## src/rtl/instr_loader_pkg.sv

```systemverilog
// Shared types and constants for the byte-stream program loader.
package loader_pkg;

  typedef enum logic [2:0] {
    IDLE,
    LEN,
    DATA,
    CHK,
    DONE,
    ERR
  } loader_state_t;

  localparam int unsigned LEN_BYTES = 4;

endpackage

```

## src/rtl/instr_loader_if.sv

```systemverilog
// Stream input and instruction-memory byte write port of the program loader.
// slave: loader side; master: stream source / memory side.
interface instr_loader_if #(
  parameter int unsigned ADDRESS_WIDTH = 32
);

  logic                     in_valid;
  logic [7:0]               in_data;
  logic                     in_ready;
  logic                     mem_we;
  logic [ADDRESS_WIDTH-1:0] mem_addr;
  logic [7:0]               mem_wdata;

  modport slave (
    input  in_valid,
    input  in_data,
    output in_ready,
    output mem_we,
    output mem_addr,
    output mem_wdata
  );

  modport master (
    output in_valid,
    output in_data,
    input  in_ready,
    input  mem_we,
    input  mem_addr,
    input  mem_wdata
  );

endinterface

```

## src/rtl/instr_loader.sv

```systemverilog
// Length-prefixed byte-stream loader writing into the instruction memory.
// Define INSTR_LOADER_CHECKSUM_EN to require a trailing XOR checksum byte.
module instr_loader
  import loader_pkg::*;
#(
  parameter int unsigned ADDRESS_WIDTH = 32,
  parameter int unsigned SIZE          = 14,
  parameter int unsigned BASE_ADDR     = 0
) (
  input  logic           clk,
  input  logic           rst,
  input  logic           start,
  instr_loader_if.slave  bus,
  output logic           cpu_hold,
  output logic           busy,
  output logic           done,
  output logic           err
);

  // Largest payload that fits between BASE_ADDR and the end of memory.
  localparam logic [32:0] LEN_LIMIT = 33'((64'd1 << SIZE) - 64'(BASE_ADDR));

  loader_state_t            state_q, state_d;
  logic [31:0]              len_q, len_d;
  logic [1:0]               len_cnt_q, len_cnt_d;
  logic [31:0]              byte_cnt_q, byte_cnt_d;
  logic                     mem_we_q, mem_we_d;
  logic [ADDRESS_WIDTH-1:0] mem_addr_q, mem_addr_d;
  logic [7:0]               mem_wdata_q, mem_wdata_d;
  logic                     cpu_hold_q, cpu_hold_d;
`ifdef INSTR_LOADER_CHECKSUM_EN
  logic [7:0]               xor_q, xor_d;
`endif

  logic        in_ready;
  logic        accept;
  logic [31:0] len_next;
  logic [31:0] byte_cnt_inc;
  logic [31:0] addr_full;

  assign in_ready     = (state_q == LEN) || (state_q == DATA);
  assign accept       = bus.in_valid && in_ready;
  assign len_next     = {bus.in_data, len_q[31:8]};
  assign byte_cnt_inc = byte_cnt_q + 32'd1;
  assign addr_full    = BASE_ADDR + byte_cnt_q;

  always_comb begin
    state_d     = state_q;
    len_d       = len_q;
    len_cnt_d   = len_cnt_q;
    byte_cnt_d  = byte_cnt_q;
    mem_we_d    = 1'b0;
    mem_addr_d  = mem_addr_q;
    mem_wdata_d = mem_wdata_q;
    cpu_hold_d  = cpu_hold_q;
`ifdef INSTR_LOADER_CHECKSUM_EN
    xor_d       = xor_q;
`endif

    unique case (state_q)
      IDLE, DONE, ERR: begin
        // The final write was issued in the first DONE cycle, so release here.
        if (state_q == DONE) begin
          cpu_hold_d = 1'b0;
        end
        if (start) begin
          state_d    = LEN;
          len_d      = '0;
          len_cnt_d  = '0;
          byte_cnt_d = '0;
          cpu_hold_d = 1'b1;
`ifdef INSTR_LOADER_CHECKSUM_EN
          xor_d      = '0;
`endif
        end
      end

      LEN: begin
        if (accept) begin
          len_d     = len_next;
          len_cnt_d = len_cnt_q + 2'd1;
          if (len_cnt_q == 2'(LEN_BYTES - 1)) begin
            if (len_next == 32'd0) begin
`ifdef INSTR_LOADER_CHECKSUM_EN
              state_d = CHK;
`else
              state_d = DONE;
`endif
            end else if ({1'b0, len_next} > LEN_LIMIT) begin
              state_d = ERR;
            end else begin
              state_d    = DATA;
              byte_cnt_d = '0;
            end
          end
        end
      end

      DATA: begin
        if (accept) begin
          mem_we_d    = 1'b1;
          mem_addr_d  = ADDRESS_WIDTH'(addr_full);
          mem_wdata_d = bus.in_data;
          byte_cnt_d  = byte_cnt_inc;
`ifdef INSTR_LOADER_CHECKSUM_EN
          xor_d       = xor_q ^ bus.in_data;
          if (byte_cnt_inc == len_q) begin
            state_d = CHK;
          end
`else
          if (byte_cnt_inc == len_q) begin
            state_d = DONE;
          end
`endif
        end
      end

`ifdef INSTR_LOADER_CHECKSUM_EN
      CHK: begin
        if (bus.in_valid) begin
          state_d = (bus.in_data == xor_q) ? DONE : ERR;
        end
      end
`endif

      default: state_d = IDLE;
    endcase
  end

  always_ff @(posedge clk) begin
    if (rst) begin
      state_q     <= IDLE;
      len_q       <= '0;
      len_cnt_q   <= '0;
      byte_cnt_q  <= '0;
      mem_we_q    <= 1'b0;
      mem_addr_q  <= '0;
      mem_wdata_q <= '0;
      cpu_hold_q  <= 1'b0;
`ifdef INSTR_LOADER_CHECKSUM_EN
      xor_q       <= '0;
`endif
    end else begin
      state_q     <= state_d;
      len_q       <= len_d;
      len_cnt_q   <= len_cnt_d;
      byte_cnt_q  <= byte_cnt_d;
      mem_we_q    <= mem_we_d;
      mem_addr_q  <= mem_addr_d;
      mem_wdata_q <= mem_wdata_d;
      cpu_hold_q  <= cpu_hold_d;
`ifdef INSTR_LOADER_CHECKSUM_EN
      xor_q       <= xor_d;
`endif
    end
  end

  assign bus.in_ready  = in_ready;
  assign bus.mem_we    = mem_we_q;
  assign bus.mem_addr  = mem_addr_q;
  assign bus.mem_wdata = mem_wdata_q;
  assign cpu_hold      = cpu_hold_q;
  assign busy          = (state_q == LEN) || (state_q == DATA) || (state_q == CHK);
  assign done          = (state_q == DONE);
  assign err           = (state_q == ERR);

endmodule

```

## src/flat_wrapper.sv

```systemverilog
// flat-port wrapper written by rule: the top's interface ports become plain ports
module instr_loader_flat import loader_pkg::*;
#(
  parameter int unsigned ADDRESS_WIDTH = 32,
  parameter int unsigned SIZE          = 14,
  parameter int unsigned BASE_ADDR     = 0
)
  (clk, rst, start, cpu_hold, busy, done, err, bus_in_valid, bus_in_data, bus_in_ready, bus_mem_we, bus_mem_addr, bus_mem_wdata);
  instr_loader_if #(.ADDRESS_WIDTH(ADDRESS_WIDTH)) bus_i ();
  input  logic clk;
  input  logic rst;
  input  logic start;
  output logic cpu_hold;
  output logic busy;
  output logic done;
  output logic err;
  input wire logic [$bits(bus_i.in_valid)-1:0] bus_in_valid;
  input wire logic [$bits(bus_i.in_data)-1:0] bus_in_data;
  output wire logic [$bits(bus_i.in_ready)-1:0] bus_in_ready;
  output wire logic [$bits(bus_i.mem_we)-1:0] bus_mem_we;
  output wire logic [$bits(bus_i.mem_addr)-1:0] bus_mem_addr;
  output wire logic [$bits(bus_i.mem_wdata)-1:0] bus_mem_wdata;
  assign bus_i.in_valid = bus_in_valid;
  assign bus_i.in_data = bus_in_data;
  assign bus_in_ready = bus_i.in_ready;
  assign bus_mem_we = bus_i.mem_we;
  assign bus_mem_addr = bus_i.mem_addr;
  assign bus_mem_wdata = bus_i.mem_wdata;
  instr_loader #(.ADDRESS_WIDTH(ADDRESS_WIDTH), .SIZE(SIZE), .BASE_ADDR(BASE_ADDR)) u_core (.clk(clk), .rst(rst), .start(start), .bus(bus_i), .cpu_hold(cpu_hold), .busy(busy), .done(done), .err(err));
endmodule
```

## config.mk

```make
export PLATFORM = sky130hd
export DESIGN_NAME = instr_loader_flat
export DESIGN_NICKNAME = d
export VERILOG_FILES = /design/src/rtl/instr_loader_pkg.sv /design/src/rtl/instr_loader_if.sv /design/src/rtl/instr_loader.sv /design/src/flat_wrapper.sv
export SDC_FILE = /design/constraint.sdc
export NUM_CORES = 1
export LEC_CHECK = 0
export CORE_MARGIN = 10
export CORE_UTILIZATION = 45
export DETAILED_ROUTE_END_ITERATION = 7
export PLACE_DENSITY = 0.65
export SYNTH_ARGS = -nofsm -noshare
export SYNTH_HDL_FRONTEND = slang
export SYNTH_SLANG_ARGS = --single-unit
```

## constraint.sdc

```tcl
create_clock -name clk -period 3.7 [get_ports clk]
set_input_delay 0.37 -clock clk [delete_from_list [all_inputs] [get_ports clk]]
set_output_delay 0.37 -clock clk [all_outputs]
set_load 0.02 [all_outputs]
```

==> impl_metrics.py, run 1 <==
metrics = {
    "synthesis": {
        "syn_nets": 791,
        "synth-edff-count": 0,
        "ys.flop_type": "dfxtp_1",
        "synth-compound-area-share_pct": 21.6,
        "synth-seq-cells": 111,
        "synth_cells": 777,
        "async_flop_share_pct": 0,
        "yosysMostFrequentCell": "nand2_1",
        "synthDominantCellAreaShare_pct": 37.7,
        "synthMuxAreaShare_pct": 0.170,
        "yosysSeqAreaShare_pct": 37.7,
        "syn_area_sq_mm": 0.00590,
        "synth_top_area_cell": "dfxtp_1",
        "synth.area.top_cells": "dfxtp_1 38%, nand2_1 9.4%, a21oi_1 8.4%",
        "synth_cell_types": 61,
        "synth-simple-area-share_pct": 28.6,
        "avgSynthCellArea_sq_um": 7.59,
        "ys_warn_count": 0,
        "synthAdderAreaFrac_pct": 0.424,
        "synth_top_family_by_area": "simple AND/OR/NAND/NOR gates",
        "yosys-top-cells-count": "148 x nand2_1, 111 x dfxtp_1, 99 x a21oi_1",
        "synthXorXnorAreaFrac_pct": 5.20,
    },
    "sta": {
        "relSlewSlack_pct": 31.3,
        "finalSetupViolations": 0,
        "fmax_ghz": 0.334,
        "rsz0062_at_grt": "no",
        "worst_pin_slew_ps": 1030,
        "finalHoldViolCount": 0,
        "setup_ws_ps": 709,
        "whs_ps": 453,
        "finalCritPeriodShare_pct": 80.8,
        "finClkSkew_ps": 3.80,
        "maxSlewViolCount": 0,
        "tns_ps": 0,
        "timing.final.crit_period_ps": 2990,
    },
    "clocking": {
        "clock_sinks": 111,
        "numCtsBuffers": 9,
        "path_clk_slew_ps": 70,
        "cts_resized": 0,
        "cts_hold_buffers": 0,
        "cts_buffer_depth": 2,
        "cts-root-buf": "clkbuf_16",
        "cts_tree": "done",
        "postCtsSetupRepairBufs": 0,
        "clkLatencyLatePin_ps": 360,
        "htreeDepth": 3,
    },
    "pwr": {
        "p_leak_nw": 2.13,
        "power_mw": 2.42,
        "p_per_area_mw_per_mm2": 358,
        "max-vdd-ir-drop_mv": 0.275,
    },
    "final_layout": {
        "area_delta_synth_final_pct": 14.8,
        "finalNonFillerCells": 960,
        "antenna_cells": 0,
        "finalNetCount": 799,
        "fillers": 1272,
        "layout-drive-gt1-share_pct": 5.96,
        "fin_area_sq_mm": 0.00677,
        "fin_util_pct": 53.2,
    },
    "global_route": {
        "globalRouteTotalUtil_pct": 20.0,
        "first_global_vias": 5473,
        "grt_pass1_wl_microns": 29400,
        "grt_overflow": 0,
        "antenna_found_initial": 0,
        "grt_max_degree": 67,
    },
    "setup_path": {
        "critPathMaxFanout": 8,
        "end_kind": "flop",
        "worstSetupPathType": "reg2reg",
        "crit_required_ps": 3930,
        "cp.arrival_ps": 3220,
        "start_kind": "flop",
    },
    "die": {
        "dieWidth_microns": 134,
        "io_pins": 58,
        "core-area_sq_mm": 0.0127,
        "fp.dieH_microns": 134,
        "initial_utilization_pct": 46.4,
        "die-area_sq_mm": 0.0181,
        "core.rowCount": 41,
    },
    "run_status": {
        "status": "finished clean",
    },
    "routing": {
        "drc_errors": 0,
        "dr.first_iter.drc_count": 553,
        "wl_per_cell_microns": 18.8,
        "antenna_left": 0,
        "dr.pass1.iters": 5,
        "num_vias": 5821,
        "routed_wl_microns": 18100,
        "via_per_inst": 6.06,
    },
    "hold_path": {
        "holdCritPathClass": "reg2reg",
    },
    "place": {
        "place.gp.congestion": 0.939,
        "dpl.cell_count": 946,
        "place_hpwl_microns": 12900,
        "place_ws_ps": 760,
        "postPlaceCellArea_sq_mm": 0.00645,
        "port_buffers": 57,
    },
    "run": {
        "drv_cap": 0,
    },
}
placed cells by master, fill, tap and decap left out, drive strengths merged, types with 4 or more instances in the layout:
master,n
nor3,17
clkbuf,11
nand2,148
inv,11
nor2,31
nand3,50
and3,9
a311oi,20
dfxtp,111
a21o,4
o21ai,23
or4,4
o21a,7
and4,7
nand3b,5
nor2b,4
and2,5
nand2b,5
a31oi,15
a21oi,99
a211oi,8
buf,14
a31o,4
clkdlybuf4s50,56
nand4,24
xor2,15
nor4,17
xnor2,20
power breakdown:
group / leakage (nW) / switching (mW) / internal [mW]
clock network: 0.154 / 0.445 / 0.623
logic: 1.09 / 0.102 / 0.0439
registers: 0.895 / 0.0108 / 1.20
area by class of cell:
| cell class | instances | area [sq um] | share of cell area [%] |
|---|---|---|---|
| clock buffers | 11 | 253 | 3.73 |
| clock inverters | 3 | 67.6 | 0.998 |
| inverters | 11 | 41.3 | 0.610 |
| multi-input cells | 582 | 3310 | 48.8 |
| flip-flops and latches | 111 | 2220 | 32.8 |
| well taps | 172 | 215 | 3.18 |
| repair buffers | 70 | 666 | 9.83 |
kinds of logic after synthesis:
family | after synthesis
simple gates | 339
compound gates | 205
flops | 111
buf+inv | 84
xor+xnor | 35
fa+ha+maj | 2
mux | 1
worst paths after layout:
kind | to | slack, ps | depth (start not counted) | from
min | u_core.bus.mem_addr[19] | 450 | 2 | u_core.bus.mem_addr[19]
max reg2reg | u_core.state_q[1] | 710 | 9 | u_core.byte_cnt_q[0]
min reg2reg | u_core.bus.mem_addr[19] | 450 | 2 | u_core.bus.mem_addr[19]
max | u_core.state_q[1] | 710 | 9 | u_core.byte_cnt_q[0]
critical path, cell delays in order, from the launching register on:
cell and delay, ps:
dfxtp_1 510, ha_1 330, nand4_1 270, nor2_1 410
buf_4 230, o22ai_1 90, nor4_1 260, nand4_1 190
nor4_2 390, a31oi_1 150
state kept, by name, indices dropped and copies added (netlist names):
name	cells
u_core.bus.mem_addr	32
u_core.byte_cnt_q	32
u_core.len_q	32
u_core.bus.mem_wdata	8
u_core.state_q	3
u_core.len_cnt_q	2
u_core.bus.mem_we	1
u_core.cpu_hold	1
metal layers:
layer  GRT usage (%)  wire, microns
met5               0              0
met4            7.80            355
met3            4.27           1320
met2            30.9           8270
met1            26.6           8120
Note: power is estimated with default switching activity, not from simulation.
==> run 2: changes to the inputs <==
clock period = 3.01 ns   (was 3.7 ns; I/O delays follow)
==> impl_metrics.py, run 2 (same netlist as run 1, synthesis figures left out) <==
metrics = {
    "run_status": {
        "status": "finished clean",
    },
    "setup_path": {
        "crit_slowest_cell": "or4_1",
        "end_kind": "flop",
        "critPathMaxFanout": 10,
        "crit_required_ps": 3250,
        "cpPeakStageDelay_ps": 730,
        "timing.rr.end": "u_core.state_q[1]",
        "r2r_setup_slack_ps": 230,
        "r2r_cells": 7,
        "start_kind": "flop",
        "worstSetupPathType": "reg2reg",
        "cp.arrival_ps": 3020,
        "reg2reg_from": "u_core.byte_cnt_q[6]",
        "crit_path_cell_trace": "nand3_1 -> or4_1 -> nor3_4 -> a211oi_1 -> a22o_1 -> nor4_2 -> a31oi_1",
    },
    "sta": {
        "tns_ps": 0,
        "finalCritPeriodShare_pct": 92.3,
        "worst_pin_slew_ps": 576,
        "finalSetupViolations": 0,
        "fmax_ghz": 0.360,
        "timing.final.crit_period_ps": 2780,
        "relSlewSlack_pct": 61.5,
        "maxSlewViolCount": 0,
        "finClkSkew_ps": 8.99,
        "rsz0062_at_grt": "no",
        "finalHoldViolCount": 0,
    },
    "pwr": {
        "p_per_area_mw_per_mm2": 410,
        "p_leak_nw": 2.28,
        "max-vdd-ir-drop_mv": 0.390,
    },
    "final_layout": {
        "layout-drive-gt1-share_pct": 9.63,
        "final_cell_mix": "148 x nand2_1, 111 x dfxtp_1, 98 x a21oi_1, 56 x clkdlybuf4s50_1, 49 x nand3_1",
        "final_common_cell": "nand2_1",
        "antenna_cells": 0,
        "finalNetCount": 829,
        "area_delta_synth_final_pct": 18.1,
        "fin_util_pct": 54.8,
        "finalNonFillerCells": 992,
        "register_area_sq_mm": 0.00222,
        "multi_input_area_sq_mm": 0.00331,
        "fillers": 1255,
    },
    "clocking": {
        "postCtsSetupRepairBufs": 0,
        "htreeDepth": 3,
        "clock_sinks": 111,
        "path_clk_slew_ps": 80,
        "numCtsBuffers": 9,
        "cts_hold_buffers": 0,
        "clkLatencyLatePin_ps": 360,
        "cts_buffer_depth": 2,
        "cts-root-buf": "clkbuf_16",
        "cts_resized": 0,
        "cts_tree": "done",
    },
    "routing": {
        "num_vias": 5911,
        "drc_errors": 0,
        "dr.first_iter.drc_count": 611,
        "wl_per_cell_microns": 19.0,
        "via_per_inst": 5.96,
        "antenna_left": 0,
        "dr.pass1.iters": 5,
        "routed_wl_microns": 18800,
    },
    "run": {
        "drv_cap": 0,
    },
    "global_route": {
        "antenna_found_initial": 0,
        "globalRouteTotalUtil_pct": 20.7,
        "first_global_vias": 5520,
        "grt_pass1_wl_microns": 30300,
        "grt_overflow": 0,
        "grt_max_degree": 49,
    },
    "hold_path": {
        "min_to": "u_core.bus.mem_addr[1]",
        "min_from": "rst",
        "holdCritPathClass": "in2reg",
        "hold_depth": 2,
    },
    "die": {
        "io_pins": 58,
        "die-area_sq_mm": 0.0181,
        "dieWidth_microns": 134,
        "fp.dieH_microns": 134,
        "initial_utilization_pct": 46.4,
        "core-area_sq_mm": 0.0127,
        "core.rowCount": 41,
    },
    "place": {
        "dpl.cell_count": 976,
        "port_buffers": 57,
        "place_hpwl_microns": 13700,
        "place.gp.congestion": 0.945,
    },
}
## run 2: through the flow
step	instance area (sq um)	setup WS, ps	hold WS, ps	total power [mW]
finish	6970	233	339	2.86
detailed placement	6680	277	446	1.71
CTS	6970	266	346	2.87
floorplan	5900	639	401	1.64
global route	6970	68.5	351	2.95
global placement	6680	344	441	1.70
## run 2: power breakdown
part	switching (mW)	internal, mW
Clock	0.588	0.597
Sequential	0.0127	1.47
Combinational	0.126	0.0594
## run 2: layout make-up
cell class	instances	share of cell area [%]
sequential	111	31.9
timing repair buffer	100	12.8
inverter	11	0.593
clock buffer	10	3.43
multi-input combinational	582	47.5
clock inverter	6	0.736
tap	172	3.09
## run 2: critical path, delay by kind of cell (launching register included)
kind | cells | cell delay [ps]
AND/OR/NAND/NOR | 4 | 1630
flip-flops | 1 | 540
AO/OA/AOI/OAI | 3 | 480
## run 2: routing by layer
layer  up-vias  share of wire, %  global-route usage (%)
met4         0               2.3                    6.95
met5         -                 0                       0
li1       2863                 -                       -
met2       208                45                    32.1
met1      2806                46                    28.3
met3        34               6.5                    3.71
## run 2: how the worst max path moves through the flow
stage,slack (ps),cells past startpoint,startpoint,end
2_1_floorplan,640,8,u_core.byte_cnt_q[0],u_core.state_q[1]
3_3_place_gp,340,9,bus_in_data[3],u_core.byte_cnt_q[13]
3_5_place_dp,280,7,u_core.byte_cnt_q[6],u_core.state_q[1]
4_1_cts,270,7,u_core.byte_cnt_q[6],u_core.state_q[1]
5_1_grt,70,7,u_core.byte_cnt_q[6],u_core.state_q[1]
6_report,230,7,u_core.byte_cnt_q[6],u_core.state_q[1]
==> run 3: changes to the inputs <==
==> constraint.sdc (replaced) <==
create_clock -name clk -period 3.01 [get_ports clk]
set_input_delay 0.301 -clock clk [delete_from_list [all_inputs] [get_ports clk]]
set_output_delay 0.301 -clock clk [all_outputs]
set_load 0.01 [all_outputs]
==> results of run 3 <==
Same layout as run 2 (identical final DEF). Status: finished clean.
Main changes from that run: total power 2.86 mW -> 2.85 mW
